===== src/rtl/fifo_test_sequencer_if.sv =====
// fifo_test_sequencer_if: handshake bundle between the test sequencer and the
// master FIFO datapath.
//   tx_ready  TX FIFO can accept a word this cycle
//   tx_write  TX write strobe (word transfers on an edge with tx_write=1)
//   tx_data   TX pattern word
//   rx_valid  RX FIFO presents a valid word
//   rx_read   RX read strobe (word transfers on an edge with rx_valid & rx_read)
//   rx_data   RX word
// master: sequencer side. slave: FIFO side.
interface fifo_test_sequencer_if;
  logic        tx_ready;
  logic        tx_write;
  logic [31:0] tx_data;
  logic        rx_valid;
  logic        rx_read;
  logic [31:0] rx_data;

  modport master (
    input  tx_ready,
    output tx_write,
    output tx_data,
    input  rx_valid,
    output rx_read,
    input  rx_data
  );

  modport slave (
    output tx_ready,
    input  tx_write,
    input  tx_data,
    output rx_valid,
    input  rx_read,
    output rx_data
  );
endinterface


===== src/rtl/fifo_test_sequencer.sv =====
// fifo_test_sequencer: runs one bounded loopback test over the master FIFO
// datapath. On start it pushes WORDS_PER_RUN pattern words into the TX FIFO,
// then drains the same number of words from the RX FIFO, comparing each
// against the expected pattern. A run aborts if no transfer happens for
// TIMEOUT_CYCLES cycles.
//
// Ports:
//   clk_in        system clock
//   rst           synchronous, active-high reset
//   start         run request, sampled only in IDLE or DONE
//   fifo          TX/RX handshake bundle (master modport)
//   busy          run in progress (TX or RX)
//   done          run finished
//   pass          done with no mismatches and no timeout
//   timeout_flag  last run aborted on timeout
//   err_count     mismatching words, saturating at 16'hFFFF
//   evm_led       [0]=done, [1]=pass
//
// Build option: define FIFO_TEST_SEQ_LFSR_EN to use a 32-bit Galois LFSR
// pattern (x^32+x^22+x^2+x+1, seed PATTERN_SEED, 0 forced to 1) instead of
// the incrementing pattern PATTERN_SEED + index.
module fifo_test_sequencer #(
  parameter int unsigned WORDS_PER_RUN  = 1024,
  parameter int unsigned TIMEOUT_CYCLES = 1000000,
  parameter logic [31:0] PATTERN_SEED   = 32'h0000_0000
) (
  input  logic                         clk_in,
  input  logic                         rst,
  input  logic                         start,
  fifo_test_sequencer_if.master        fifo,
  output logic                         busy,
  output logic                         done,
  output logic                         pass,
  output logic                         timeout_flag,
  output logic [15:0]                  err_count,
  output logic [1:0]                   evm_led
);

  localparam logic [15:0] LastWord  = 16'(WORDS_PER_RUN - 1);
  localparam logic [31:0] TimerLast = 32'(TIMEOUT_CYCLES - 1);

  typedef enum logic [1:0] {StIdle, StTx, StRx, StDone} state_e;

  state_e      state_q, state_d;
  logic [15:0] tx_cnt_q, tx_cnt_d;
  logic [15:0] rx_cnt_q, rx_cnt_d;
  logic [15:0] err_q, err_d;
  logic [31:0] timer_q, timer_d;
  logic        to_q, to_d;
  logic [31:0] tx_pat, rx_pat;

`ifdef FIFO_TEST_SEQ_LFSR_EN
  localparam logic [31:0] LfsrSeed = (PATTERN_SEED == 32'h0) ? 32'h1 : PATTERN_SEED;
  // Right-shifting Galois form: taps at x^32, x^22, x^2, x^1.
  localparam logic [31:0] LfsrMask = 32'h8020_0003;

  function automatic logic [31:0] lfsr_step(logic [31:0] s);
    return s[0] ? ((s >> 1) ^ LfsrMask) : (s >> 1);
  endfunction

  logic [31:0] tx_lfsr_q, tx_lfsr_d;
  logic [31:0] rx_lfsr_q, rx_lfsr_d;

  assign tx_pat = tx_lfsr_q;
  assign rx_pat = rx_lfsr_q;
`else
  assign tx_pat = PATTERN_SEED + {16'h0, tx_cnt_q};
  assign rx_pat = PATTERN_SEED + {16'h0, rx_cnt_q};
`endif

  always_ff @(posedge clk_in) begin
    if (rst) begin
      state_q   <= StIdle;
      tx_cnt_q  <= '0;
      rx_cnt_q  <= '0;
      err_q     <= '0;
      timer_q   <= '0;
      to_q      <= 1'b0;
`ifdef FIFO_TEST_SEQ_LFSR_EN
      tx_lfsr_q <= LfsrSeed;
      rx_lfsr_q <= LfsrSeed;
`endif
    end else begin
      state_q   <= state_d;
      tx_cnt_q  <= tx_cnt_d;
      rx_cnt_q  <= rx_cnt_d;
      err_q     <= err_d;
      timer_q   <= timer_d;
      to_q      <= to_d;
`ifdef FIFO_TEST_SEQ_LFSR_EN
      tx_lfsr_q <= tx_lfsr_d;
      rx_lfsr_q <= rx_lfsr_d;
`endif
    end
  end

  always_comb begin
    state_d       = state_q;
    tx_cnt_d      = tx_cnt_q;
    rx_cnt_d      = rx_cnt_q;
    err_d         = err_q;
    timer_d       = timer_q;
    to_d          = to_q;
    fifo.tx_write = 1'b0;
    fifo.tx_data  = 32'h0;
    fifo.rx_read  = 1'b0;
`ifdef FIFO_TEST_SEQ_LFSR_EN
    tx_lfsr_d     = tx_lfsr_q;
    rx_lfsr_d     = rx_lfsr_q;
`endif

    unique case (state_q)
      StIdle, StDone: begin
        if (start) begin
          tx_cnt_d  = '0;
          rx_cnt_d  = '0;
          err_d     = '0;
          timer_d   = '0;
          to_d      = 1'b0;
          state_d   = StTx;
`ifdef FIFO_TEST_SEQ_LFSR_EN
          tx_lfsr_d = LfsrSeed;
          rx_lfsr_d = LfsrSeed;
`endif
        end
      end

      StTx: begin
        fifo.tx_write = fifo.tx_ready;
        fifo.tx_data  = tx_pat;
        // A transfer wins over a timeout in the same cycle.
        if (fifo.tx_ready) begin
          tx_cnt_d  = tx_cnt_q + 16'd1;
          timer_d   = '0;
`ifdef FIFO_TEST_SEQ_LFSR_EN
          tx_lfsr_d = lfsr_step(tx_lfsr_q);
`endif
          if (tx_cnt_q == LastWord) state_d = StRx;
        end else if (timer_q == TimerLast) begin
          to_d    = 1'b1;
          state_d = StDone;
        end else begin
          timer_d = timer_q + 32'd1;
        end
      end

      StRx: begin
        fifo.rx_read = 1'b1;
        if (fifo.rx_valid) begin
          rx_cnt_d  = rx_cnt_q + 16'd1;
          timer_d   = '0;
          if ((fifo.rx_data != rx_pat) && (err_q != 16'hFFFF)) err_d = err_q + 16'd1;
`ifdef FIFO_TEST_SEQ_LFSR_EN
          rx_lfsr_d = lfsr_step(rx_lfsr_q);
`endif
          if (rx_cnt_q == LastWord) state_d = StDone;
        end else if (timer_q == TimerLast) begin
          to_d    = 1'b1;
          state_d = StDone;
        end else begin
          timer_d = timer_q + 32'd1;
        end
      end

      default: state_d = StIdle;
    endcase
  end

  assign busy         = (state_q == StTx) || (state_q == StRx);
  assign done         = (state_q == StDone);
  assign pass         = done && (err_q == 16'h0) && !to_q;
  assign timeout_flag = to_q;
  assign err_count    = err_q;
  assign evm_led      = {pass, done};

endmodule


===== src/flat_wrapper.sv =====
// flat-port wrapper written by rule: the top's interface ports become plain ports
module fifo_test_sequencer_flat 
#(
  parameter int unsigned WORDS_PER_RUN  = 1024,
  parameter int unsigned TIMEOUT_CYCLES = 1000000,
  parameter logic [31:0] PATTERN_SEED   = 32'h0000_0000
)
  (clk_in, rst, start, busy, done, pass, timeout_flag, err_count, evm_led, fifo_tx_ready, fifo_tx_write, fifo_tx_data, fifo_rx_valid, fifo_rx_read, fifo_rx_data);
  fifo_test_sequencer_if fifo_i ();
  input  logic clk_in;
  input  logic rst;
  input  logic start;
  output logic busy;
  output logic done;
  output logic pass;
  output logic timeout_flag;
  output logic [15:0] err_count;
  output logic [1:0] evm_led;
  input wire logic [$bits(fifo_i.tx_ready)-1:0] fifo_tx_ready;
  output wire logic [$bits(fifo_i.tx_write)-1:0] fifo_tx_write;
  output wire logic [$bits(fifo_i.tx_data)-1:0] fifo_tx_data;
  input wire logic [$bits(fifo_i.rx_valid)-1:0] fifo_rx_valid;
  output wire logic [$bits(fifo_i.rx_read)-1:0] fifo_rx_read;
  input wire logic [$bits(fifo_i.rx_data)-1:0] fifo_rx_data;
  assign fifo_i.tx_ready = fifo_tx_ready;
  assign fifo_tx_write = fifo_i.tx_write;
  assign fifo_tx_data = fifo_i.tx_data;
  assign fifo_i.rx_valid = fifo_rx_valid;
  assign fifo_rx_read = fifo_i.rx_read;
  assign fifo_i.rx_data = fifo_rx_data;
  fifo_test_sequencer #(.WORDS_PER_RUN(WORDS_PER_RUN), .TIMEOUT_CYCLES(TIMEOUT_CYCLES), .PATTERN_SEED(PATTERN_SEED)) u_core (.clk_in(clk_in), .rst(rst), .start(start), .fifo(fifo_i), .busy(busy), .done(done), .pass(pass), .timeout_flag(timeout_flag), .err_count(err_count), .evm_led(evm_led));
endmodule

===== config.mk =====
export PLATFORM = sky130hd
export DESIGN_NAME = fifo_test_sequencer_flat
export DESIGN_NICKNAME = d
export VERILOG_FILES = /design/src/rtl/fifo_test_sequencer_if.sv /design/src/rtl/fifo_test_sequencer.sv /design/src/flat_wrapper.sv
export SDC_FILE = /design/constraint.sdc
export NUM_CORES = 1
export LEC_CHECK = 0
export ABC_CLOCK_PERIOD_IN_PS = 5900
export BUFFER_PORTS_ARGS = -buffer_cell sky130_fd_sc_hd__buf_2
export CORE_MARGIN = 8
export CORE_UTILIZATION = 45
export DETAILED_ROUTE_END_ITERATION = 16
export GPL_ROUTABILITY_DRIVEN = 0
export PLACE_DENSITY = 0.66
export SLEW_MARGIN = 0
export SYNTH_ARGS = -nofsm -noshare
export SYNTH_HDL_FRONTEND = slang
export SYNTH_SLANG_ARGS = --single-unit

===== constraint.sdc =====
create_clock -name clk_in -period 5.9 [get_ports clk_in]
set_input_delay 1.18 -clock clk_in [delete_from_list [all_inputs] [get_ports clk_in]]
set_output_delay 1.18 -clock clk_in [all_outputs]
set_load 0.05 [all_outputs]

## After elaboration in Yosys (flattened, before gate mapping)

Index checks and enable logic that the tools add are counted.

| word-level totals | value |
|---|---|
| input port bits | 37 |
| register bits after elaboration | 83 |

| operators by class | value |
|---|---|
| multiplexer cells | 28 |
| reduce and logical (&&, ||, !) cells | 15 |
| equal/unequal tests | 16 |
| $add $sub $neg | 4 |

Operator list:

| kind | count |
|---|---|
| 32-bit 2-to-1 mux | 4 |
| 16-bit 2-to-1 mux | 6 |
| 16-bit case mux with 2 select lines | 3 |
| 32-bit case mux with 3 select lines | 1 |
| 16-bit by 1-bit adder with 16-bit output (second input constant) | 3 |
| 32-bit by 1-bit adder with 32-bit output (second input constant) | 1 |
| 16-bit by 10-bit == test with 1-bit output (second input constant) | 2 |
| 32-bit by 20-bit == test with 1-bit output (second input constant) | 1 |
| 32-bit by 16-bit inequality test with 1-bit output | 1 |
| 16-bit zero test | 1 |
| 16-bit inequality test (second input constant) | 1 |
| 2-bit 2-to-1 mux | 6 |
| 3-bit AND reduction | 4 |
| 2-bit inequality test (second input constant) | 5 |
| 1-bit 2-to-1 mux | 6 |
| 3-bit by 2-bit inequality test with 1-bit output (second input constant) | 2 |
| 2-bit case mux with 3 select lines | 1 |
| 2-bit == test (second input constant) | 2 |
| 4-bit AND reduction | 1 |
| 2-bit nonzero test | 2 |
| 1-bit logical AND | 3 |
| 1-bit case mux with 3 select lines | 1 |
| 2-bit by 1-bit == test with 1-bit output (second input constant) | 1 |
| 2-bit zero test | 1 |
| other kinds (4) | 4 |

## Depth between registers and ports, before layout

Gate-level depths: netlist of the first run.

| depth | value |
|---|---|
| word-level depth | 5 |
| depth in mapped cells | 10 |

## Worst setup path before layout of the first run

No wires, ideal clock.

| timing | value |
|---|---|
| path type | register -> output |
| from | register u_core.state_q[1] |
| to | output port evm_led[1] |
| cell stages (with the launch flop) | 6 |
| path buffers | 1 |
| required time | 4.720 ns |
| setup slack | 1.291 ns |
| arrival time | 3.429 ns |
| cell sequence | dfxtp_1 ha_1 nor4b_1 nand4_1 nor4b_1 buf_4 |

| on the way | value |
|---|---|
| longest elaborated chain between the ends | 3 |

Ends and longest elaborated chain:

| what | line | RTL |
|---|---|---|
| from (decl) | fifo_test_sequencer.sv:44 | `state_e state_q, state_d;` |
| from (signal assigned) | fifo_test_sequencer.sv:73 | `state_q <= StIdle;` |
| from (signal assigned) | fifo_test_sequencer.sv:84 | `state_q <= state_d;` |
| 2-bit == test | fifo_test_sequencer.sv:170 | `assign done = (state_q == StDone);` |
| named net done | flat_wrapper.sv:14 | `output logic done;` |
| 1-bit logical AND (2 in series) | fifo_test_sequencer.sv:171 | `assign pass = done && (err_q == 16'h0) && !to_q;` |
| to (decl) | flat_wrapper.sv:18 | `output logic [1:0] evm_led;` |

The timed path passes the listed nets, and every way through them passes these cells.

## Final worst setup path of the first run

| timing | value |
|---|---|
| from | register u_core.state_q[1] |
| to | output port pass |

| on the way | value |
|---|---|
| longest elaborated chain between the ends | 3 |

Ends and longest elaborated chain:

| what | line | RTL |
|---|---|---|
| 2-bit == test | fifo_test_sequencer.sv:170 |  |
| 1-bit logical AND (2 in series) | fifo_test_sequencer.sv:171 |  |
| to (decl) | flat_wrapper.sv:15 | `output logic pass;` |

Every way passes these cells.

==> flow_summary.yaml, run 1 <==
status:
  status: "complete, no violations"
yosys:
  synth_area_leader_cell: "dfxtp_1"
  synth.most_common_cell: "dfxtp_1"
  synth_top_area_share_pct: 35.2
  synthTopCellsByArea: "dfxtp_1 (35%), xor2_1 (6.9%), nor2_1 (5.3%)"
  synth_area_um2: 4720
  synth_seq_cells: 83
  synthCells: 586
  synthArstFlopShare_pct: 0
  synthFlopType: "dfxtp_1"
  syn_avg_cell_area_um2: 8.05
  ys_types: 54
  ys_seq_area_share_pct: 35.2
  ys.warnings.count: 0
  synth_edf_count: 0
  netlist_top_cells_count: "dfxtp_1 (83), nor2_1 (67), nand2_1 (39)"
drt:
  wl_um: 11500
  routed_via_density: 5.48
  drtPass1Iterations: 5
  routedWlPerCell_um: 14.5
  drc: 0
  postRouteAntennaNets: 0
  initialDrtViolationCount: 170
  num_vias: 4326
critical_path:
  crit_path_end_kind: "primary output"
  cp_data_required_time_ns: 4.72
  worst_r2r_path_depth: 7
  r2r-start: "u_core.state_q[0]"
  start_kind: "flop"
  startpoint: "u_core.state_q[1]"
  r2r_slack_ns: 2.72
  path_class: "flop to primary output"
  worst_r2r_endpoint: "u_core.err_count[10]"
  crit_arrival_ns: 2.26
  worstSetupEndpoint: "pass"
  cp_max_fo: 5
finish:
  drive_above_1_share_pct: 15.9
  diodes: 0
  fill_cells: 996
  stdcell_area_um2: 5300
  syn_to_final_growth_pct: 12.3
  nNetsFinal: 695
sta:
  finClkSkew_ns: 0.00721
  rsz0062_at_grt: "false"
  fin_crit_sh_pct: 58.4
  clock.fmax_mhz: 290
  slew_headroom_pct: 30.6
  fin_crit_ns: 3.44
  drv_slew: 0
  hold_viol: 0
  setup_viol: 0
  fin_hold_ws_ns: 0.511
  tightest_slew_ns: 1.04
  setup_tns_ns: 0
clocking:
  root_buffer: "clkbuf_8"
  cts_buffers: 9
  cts_resized: 0
  clk_path_buf_depth: 2
  post_cts_buffers: 0
  clkSlewWorstSetupHoldPaths_ns: 0.09
  cts_tree: "built"
  worstSkewPairLatency_ns: 0.35
  cts.sinks: 83
  h-tree-depth: 3
  ctsHoldBuffers: 0
global_route:
  grt_max_degree: 29
  antenna_found_initial: 0
  grt-ovfl-total: 0
  grt_usage_pct: 16.2
  grt_pass1_wl_um: 19400
  first_global_vias: 4211
min_path:
  hold_class: "flop to flop"
  hold_depth: 2
placement:
  place_area_um2: 5080
  port_buffers: 76
  dp_hpwl_um: 8430
die:
  die_w_um: 118
  die-area_um2: 14000
  core_area_um2: 10200
  ios: 93
  die_h_um: 118
  start_util_pct: 46.1
  placement_rows: 37
power_and_ir_drop:
  p_leak_uw: 0.00198
  power_density_nw_per_um2: 256
  ir_drop_mv: 0.172
job:
  cap_violations: 0
worst max-delay path: stages, from the launching register on:
cell and delay [ns]:
dfxtp_1 0.43, ha_1 0.32, nor4b_1 0.26, nand4_1 0.13, nor4b_1 0.42, buf_2 0.34
placed cells by master, fill, tap and decap left out, drive strengths merged, types with 6 or more instances in the layout:
cell type  netlist  routed
and2            19      19
nor2            68      68
nand4           28      28
conb             1      16
and3            13      13
o31ai            8       8
nor3            10      10
clkbuf          15       9
xnor2           21      21
or3             12      12
nand3           26      26
xor2            37      37
nand2           39      39
dfxtp           83      83
o21ai           31      31
nor4            22      22
ha               9       9
nor2b            6       6
inv             18      19
a21oi           33      33
buf             26      78
or4              8       8
metal layers:
| metal | GRT usage, % | vias to the layer above | part of all wire (%) |
|---|---|---|---|
| li1 | - | 2180 | - |
| met3 | 4.19 | 10 | 4.5 |
| met2 | 27.4 | 89 | 48 |
| met1 | 19.5 | 2047 | 46 |
| met4 | 5.85 | 0 | 1.3 |
| met5 | 0 | - | 0 |
power by group:
group / total, µW / leakage (µW) / switching (µW) / internal [µW]
clock network: 451 / 0.000109 / 213 / 238
logic: 322 / 0.00120 / 241 / 81.5
registers: 585 / 0.000669 / 14.6 / 571
flip-flops by register name (all words and copies together), names as in the netlist:
| name | count |
|---|---|
| u_core.timeout_flag | 1 |
| u_core.rx_cnt_q | 16 |
| u_core.tx_cnt_q | 16 |
| u_core.err_count | 16 |
| u_core.timer_q | 32 |
| u_core.state_q | 2 |
worst min-delay path by stage:
stage,start,end
global placement,u_core.tx_cnt_q[5],u_core.tx_cnt_q[5]
detailed placement,u_core.tx_cnt_q[5],u_core.tx_cnt_q[5]
global route,u_core.rx_cnt_q[1],u_core.rx_cnt_q[1]
CTS,u_core.tx_cnt_q[5],u_core.tx_cnt_q[5]
floorplan,u_core.timer_q[25],u_core.timer_q[25]
finish,u_core.tx_cnt_q[5],u_core.tx_cnt_q[5]
area by class of cell:
cell class                 instances  area (µm²)  share of cell area [%]
clock buffer                       9         124                    2.34
clock inverter                     7        91.3                    1.72
inverter                          18        67.6                    1.28
multi-input combinational        459        2790                    52.6
sequential                        83        1660                    31.4
tap                              136         170                    3.21
timing repair buffer              78         395                    7.46
per-stage QoR:
stage               total power, µW  worst slack (ns)  utilization [%]  std cells
floorplan                       863              1.29                -        601
global route                   1430              2.31             51.8        790
CTS                            1370              2.49             51.8        790
detailed placement              921              2.46             49.7        774
global placement                909              2.65             49.7        774
finish                         1360              2.46             51.8        790
cells by family (layout without fill, tap and decap cells):
| family | count (synthesis) | count (layout) | synth area share [%] |
|---|---|---|---|
| buf+inv | 59 | 112 | 6.89 |
| mux | 5 | 5 | 1.06 |
| compound gates | 97 | 97 | 12.3 |
| fa+ha+maj | 9 | 9 | 2.39 |
| flops | 83 | 83 | 35.2 |
| other cells | 1 | 16 | 0.0795 |
| simple gates | 274 | 274 | 31.3 |
| xor+xnor | 58 | 58 | 10.8 |
Power figures use the tool's default switching activity.
==> run 2, diff against run 1 <==
ABC_CLOCK_PERIOD_IN_PS = 3200   (was 5900)
clock period = 3.2 ns   (was 5.9 ns; I/O delays follow)
==> run 2 against run 1 <==
- final cell count grew 1.0%
- sequential power up 85%
- register-to-register slack got worse by 2.1 ns
- via count is essentially flat
- critical path type unchanged
- hold slack lost 0.0053 ns
- first-iteration DRC count down 21%
- count of clock-buffer cells in the layout is the same
- clock power grew 92%
- utilization is 0.82 points higher
- sequential cell count is the same
==> flow_summary.yaml, run 2 (synthesis results as in run 1) <==
status:
  status: "complete, no violations"
global_route:
  grt_max_degree: 24
  grt_usage_pct: 16.5
  antenna_found_initial: 0
  first_global_vias: 4192
  grt-ovfl-total: 0
  grt_pass1_wl_um: 19800
critical_path:
  worst-path-buf-inv: 1
  path_delay_family: "simple AND/OR/NAND/NOR gates"
  cp_max_fo: 5
  crit_arrival_ns: 2.21
  cp_data_required_time_ns: 2.56
  start_kind: "flop"
  crit_path_end_kind: "primary output"
  path_cells: "ha_1 > nor4b_1 > nand4_1 > nor4b_4 > buf_2"
  max_stage_delay_ns: 0.42
  cp_slowest_cell: "dfxtp_1"
  path_class: "flop to primary output"
sta:
  tightest_slew_ns: 0.764
  setup_slack_ns: 0.348
  setup_tns_ns: 0
  drv_slew: 0
  rsz0062_at_grt: "false"
  fin_crit_sh_pct: 89.1
  hold_viol: 0
  fin_crit_ns: 2.85
  finClkSkew_ns: 0.0113
  setup_viol: 0
  clock.fmax_mhz: 351
  slew_headroom_pct: 48.7
placement:
  dp_hpwl_um: 8510
  port_buffers: 76
  pre_cts_ws_ns: 0.527
drt:
  num_vias: 4330
  routed_via_density: 5.43
  drc: 0
  initialDrtViolationCount: 134
  wl_um: 11600
  drtPass1Iterations: 4
  postRouteAntennaNets: 0
  routedWlPerCell_um: 14.6
clocking:
  cts_resized: 0
  ctsHoldBuffers: 0
  post_cts_buffers: 0
  root_buffer: "clkbuf_8"
  clk_path_buf_depth: 2
  h-tree-depth: 3
  cts_tree: "built"
  clkSlewWorstSetupHoldPaths_ns: 0.09
  worstSkewPairLatency_ns: 0.37
  cts.sinks: 83
  cts_buffers: 9
finish:
  syn_to_final_growth_pct: 14.1
  nNetsFinal: 703
  diodes: 0
  layout_common_cells: "dfxtp_1 (83), buf_2 (76), nor2_1 (67)"
  regMostFlops: "u_core.timer_q"
  largest_register_ffs: 32
  mostFrequentLayoutCell: "dfxtp_1"
  drive_above_1_share_pct: 17.1
die:
  die-area_um2: 14000
  placement_rows: 37
  die_w_um: 118
  ios: 93
  start_util_pct: 46.1
  die_h_um: 118
  core_area_um2: 10200
power_and_ir_drop:
  ir_drop_mv: 0.305
  power_density_nw_per_um2: 480
  p_leak_uw: 0.00204
min_path:
  hold_class: "flop to flop"
job:
  cap_violations: 0
run 2: cell types whose count changed in the layout (fill, tap and decap cells not counted), sizes merged:
cell / delta
buf: +8
clkinvlp: -1
inv: +1
run 2: per-layer routing:
metal,part of all wire [%],GRT usage [%],up-vias
met2,48,28.2,93
li1,-,-,2205
met3,4.4,3.66,9
met1,46,20.3,2023
met5,0,0,-
met4,1.1,5.06,0
run 2: final cells by class:
class	count	area [µm²]
timing repair buffer	86	455
clock buffer	9	124
inverter	18	67.6
tap	136	170
clock inverter	7	100
sequential	83	1660
fill	987	4850
multi-input combinational	459	2800
run 2: metrics by stage:
step	std cells	hold slack, ns	total power (µW)	instance area, µm²	utilization, %
after detailed placement	782	0.497	1750	5160	50.4
after global placement	782	0.477	1730	5160	50.4
final	798	0.506	2590	5380	52.6
after floorplan	601	0.457	1590	4790	-
after CTS	798	0.511	2610	5380	52.6
after global routing	798	0.548	2720	5380	52.6
run 2: power by group:
group / internal [µW] / switching (µW)
sequential: 1050 / 26.9
clock: 446 / 418
combinational: 188 / 454
run 2: path summary, 6_finish.rpt:
check,slack (ns),start,end,cells past startpoint
setup reg to reg,0.63,u_core.state_q[0],u_core.err_count[12],8
setup / recovery,0.35,u_core.state_q[1],pass,5
hold / removal,0.51,u_core.tx_cnt_q[5],u_core.tx_cnt_q[5],2
hold reg to reg,0.51,u_core.tx_cnt_q[5],u_core.tx_cnt_q[5],2
run 2: tightest hold or removal path: cells and delay by family, from the launching register on:
family          cells  cell delay (ns)
flops               1             0.33
compound gates      2             0.13
==> run 3, diff against run 2 <==
ABC_CLOCK_PERIOD_IN_PS = 2600   (was 3200)
PLACE_DENSITY = 0.69   (was 0.66)
clock period = 2.6 ns   (was 3.2 ns; I/O delays follow)
==> run 3 against run 2 <==
- final area grew 1.8%
- sequential power grew 23%
- sequential cell count is the same
- critical path depth is the same
- sequential share of layout area shrank 0.53 points
- power grew 27%
- combinational power grew 30%
- largest cell class unchanged
==> flow_summary.yaml, run 3 (synthesis results as in run 1) <==
clocking:
  clkSlewWorstSetupHoldPaths_ns: 0.09
  root_buffer: "clkbuf_8"
  cts_buffers: 9
  cts.sinks: 83
  ctsHoldBuffers: 0
  clk_path_buf_depth: 2
  post_cts_buffers: 0
  cts_resized: 0
  worstSkewPairLatency_ns: 0.36
  cts_tree: "built"
  h-tree-depth: 3
sta:
  finClkSkew_ns: 0.0131
  clock.fmax_mhz: 409
  setup_viol: 0
  fin_crit_ns: 2.44
  hold_viol: 0
  setup_slack_ns: 0.157
  slew_headroom_pct: 32.2
  fin_crit_sh_pct: 94.0
  drv_slew: 0
  tightest_slew_ns: 1.01
finish:
  drive_above_1_share_pct: 17.8
  fill_cells: 970
  stdcell_area_um2: 5480
  regMostFlops: "u_core.timer_q"
  largest_register_ffs: 32
  layout.cells.non_filler: 803
  syn_to_final_growth_pct: 16.1
  mostFrequentLayoutCell: "dfxtp_1"
  layout_common_cells: "dfxtp_1 (82), buf_2 (74), nor2_1 (67)"
  nNetsFinal: 708
  diodes: 0
  postLayoutCoreUtil_pct: 53.6
placement:
  dp_hpwl_um: 8930
  pre_cts_ws_ns: 0.212
  placed_cells: 787
  port_buffers: 76
  place_area_um2: 5210
global_route:
  antenna_found_initial: 0
  grt_pass1_wl_um: 20500
  first_global_vias: 4450
  grt-ovfl-total: 0
  grt_max_degree: 22
  grt_usage_pct: 17.0
die:
  placement_rows: 37
  die-area_um2: 14000
  core_area_um2: 10200
  die_h_um: 118
  start_util_pct: 46.1
  ios: 93
  die_w_um: 118
drt:
  initialDrtViolationCount: 211
  drtPass1Iterations: 4
  num_vias: 4467
  wl_um: 12000
  routed_via_density: 5.56
  drc: 0
  routedWlPerCell_um: 14.9
  postRouteAntennaNets: 0
critical_path:
  crit_arrival_ns: 1.92
  cp_data_required_time_ns: 2.08
  startpoint: "u_core.state_q[1]"
  r2r-start: "u_core.state_q[0]"
  worstSetupEndpoint: "evm_led[1]"
  worst_r2r_endpoint: "u_core.timer_q[22]"
  cp_max_fo: 5
  path_class: "flop to primary output"
  r2r_slack_ns: 0.22
  worst_r2r_path_depth: 7
  crit_path_end_kind: "primary output"
  start_kind: "flop"
power_and_ir_drop:
  power_density_nw_per_um2: 601
  ir_drop_mv: 0.374
  p_leak_uw: 0.00207
min_path:
  hold_class: "flop to flop"
  min_from: "u_core.timer_q[30]"
job:
  cap_violations: 0
status:
  status: "complete, no violations"
[run 3: changes by cell type in the layout (fill, tap and decap cells not counted), sizes merged]
cell | before | now
clkbuf | 9 | 12
clkinv | 3 | 0
inv | 20 | 18
buf | 86 | 91
bufinv | 2 | 3
clkinvlp | 0 | 1
[run 3: cell type report]
class | instances | area, µm² | area share [%]
clock inverter | 4 | 97.6 | 1.78
clock buffer | 12 | 145 | 2.65
sequential | 83 | 1660 | 30.3
inverter | 18 | 67.6 | 1.23
timing repair buffer | 91 | 505 | 9.23
tap | 136 | 170 | 3.11
multi-input combinational | 459 | 2830 | 51.7
[run 3: worst max-delay path: stages (launching register included)]
cell and delay [ns]:
dfxtp_1 0.43, ha_4 0.20, nor4b_4 0.19, nand4_1 0.17, nor4b_4 0.37, buf_6 0.21
[run 3: report_power, final]
part | internal, µW | switching (µW) | leakage, µW | total (µW)
clock | 666 | 470 | 0.000117 | 1140
combinational | 254 | 579 | 0.00128 | 833
sequential | 1300 | 29.8 | 0.000669 | 1330
total | 2220 | 1080 | 0.00207 | 3300
[run 3: how the worst min path moves through the flow]
| stage | endpoint | slack [ns] | cells after the start |
|---|---|---|---|
| final | u_core.timer_q[30] | 0.51 | 1 |
| after global routing | u_core.timer_q[25] | 0.54 | 1 |
| after CTS | u_core.timer_q[30] | 0.51 | 1 |
| after detailed placement | u_core.timer_q[30] | 0.49 | 1 |
| after global placement | u_core.timer_q[30] | 0.48 | 1 |
| after floorplan | u_core.timer_q[25] | 0.46 | 1 |
[run 3: per-layer routing]
metal  part of all wire [%]  GRT usage, %
met5                      0             0
met4                    1.2          5.30
met3                    5.5          4.62
met2                     48          29.0
met1                     45          20.5
[run 3: through the flow]
stage               hold slack (ns)  total power (µW)   TNS (ns)
floorplan                     0.457              1960          0
global placement              0.476              2150          0
detailed placement            0.494              2180          0
CTS                           0.507              3310          0
global route                  0.536              3470  -0.000701
finish                        0.508              3300          0
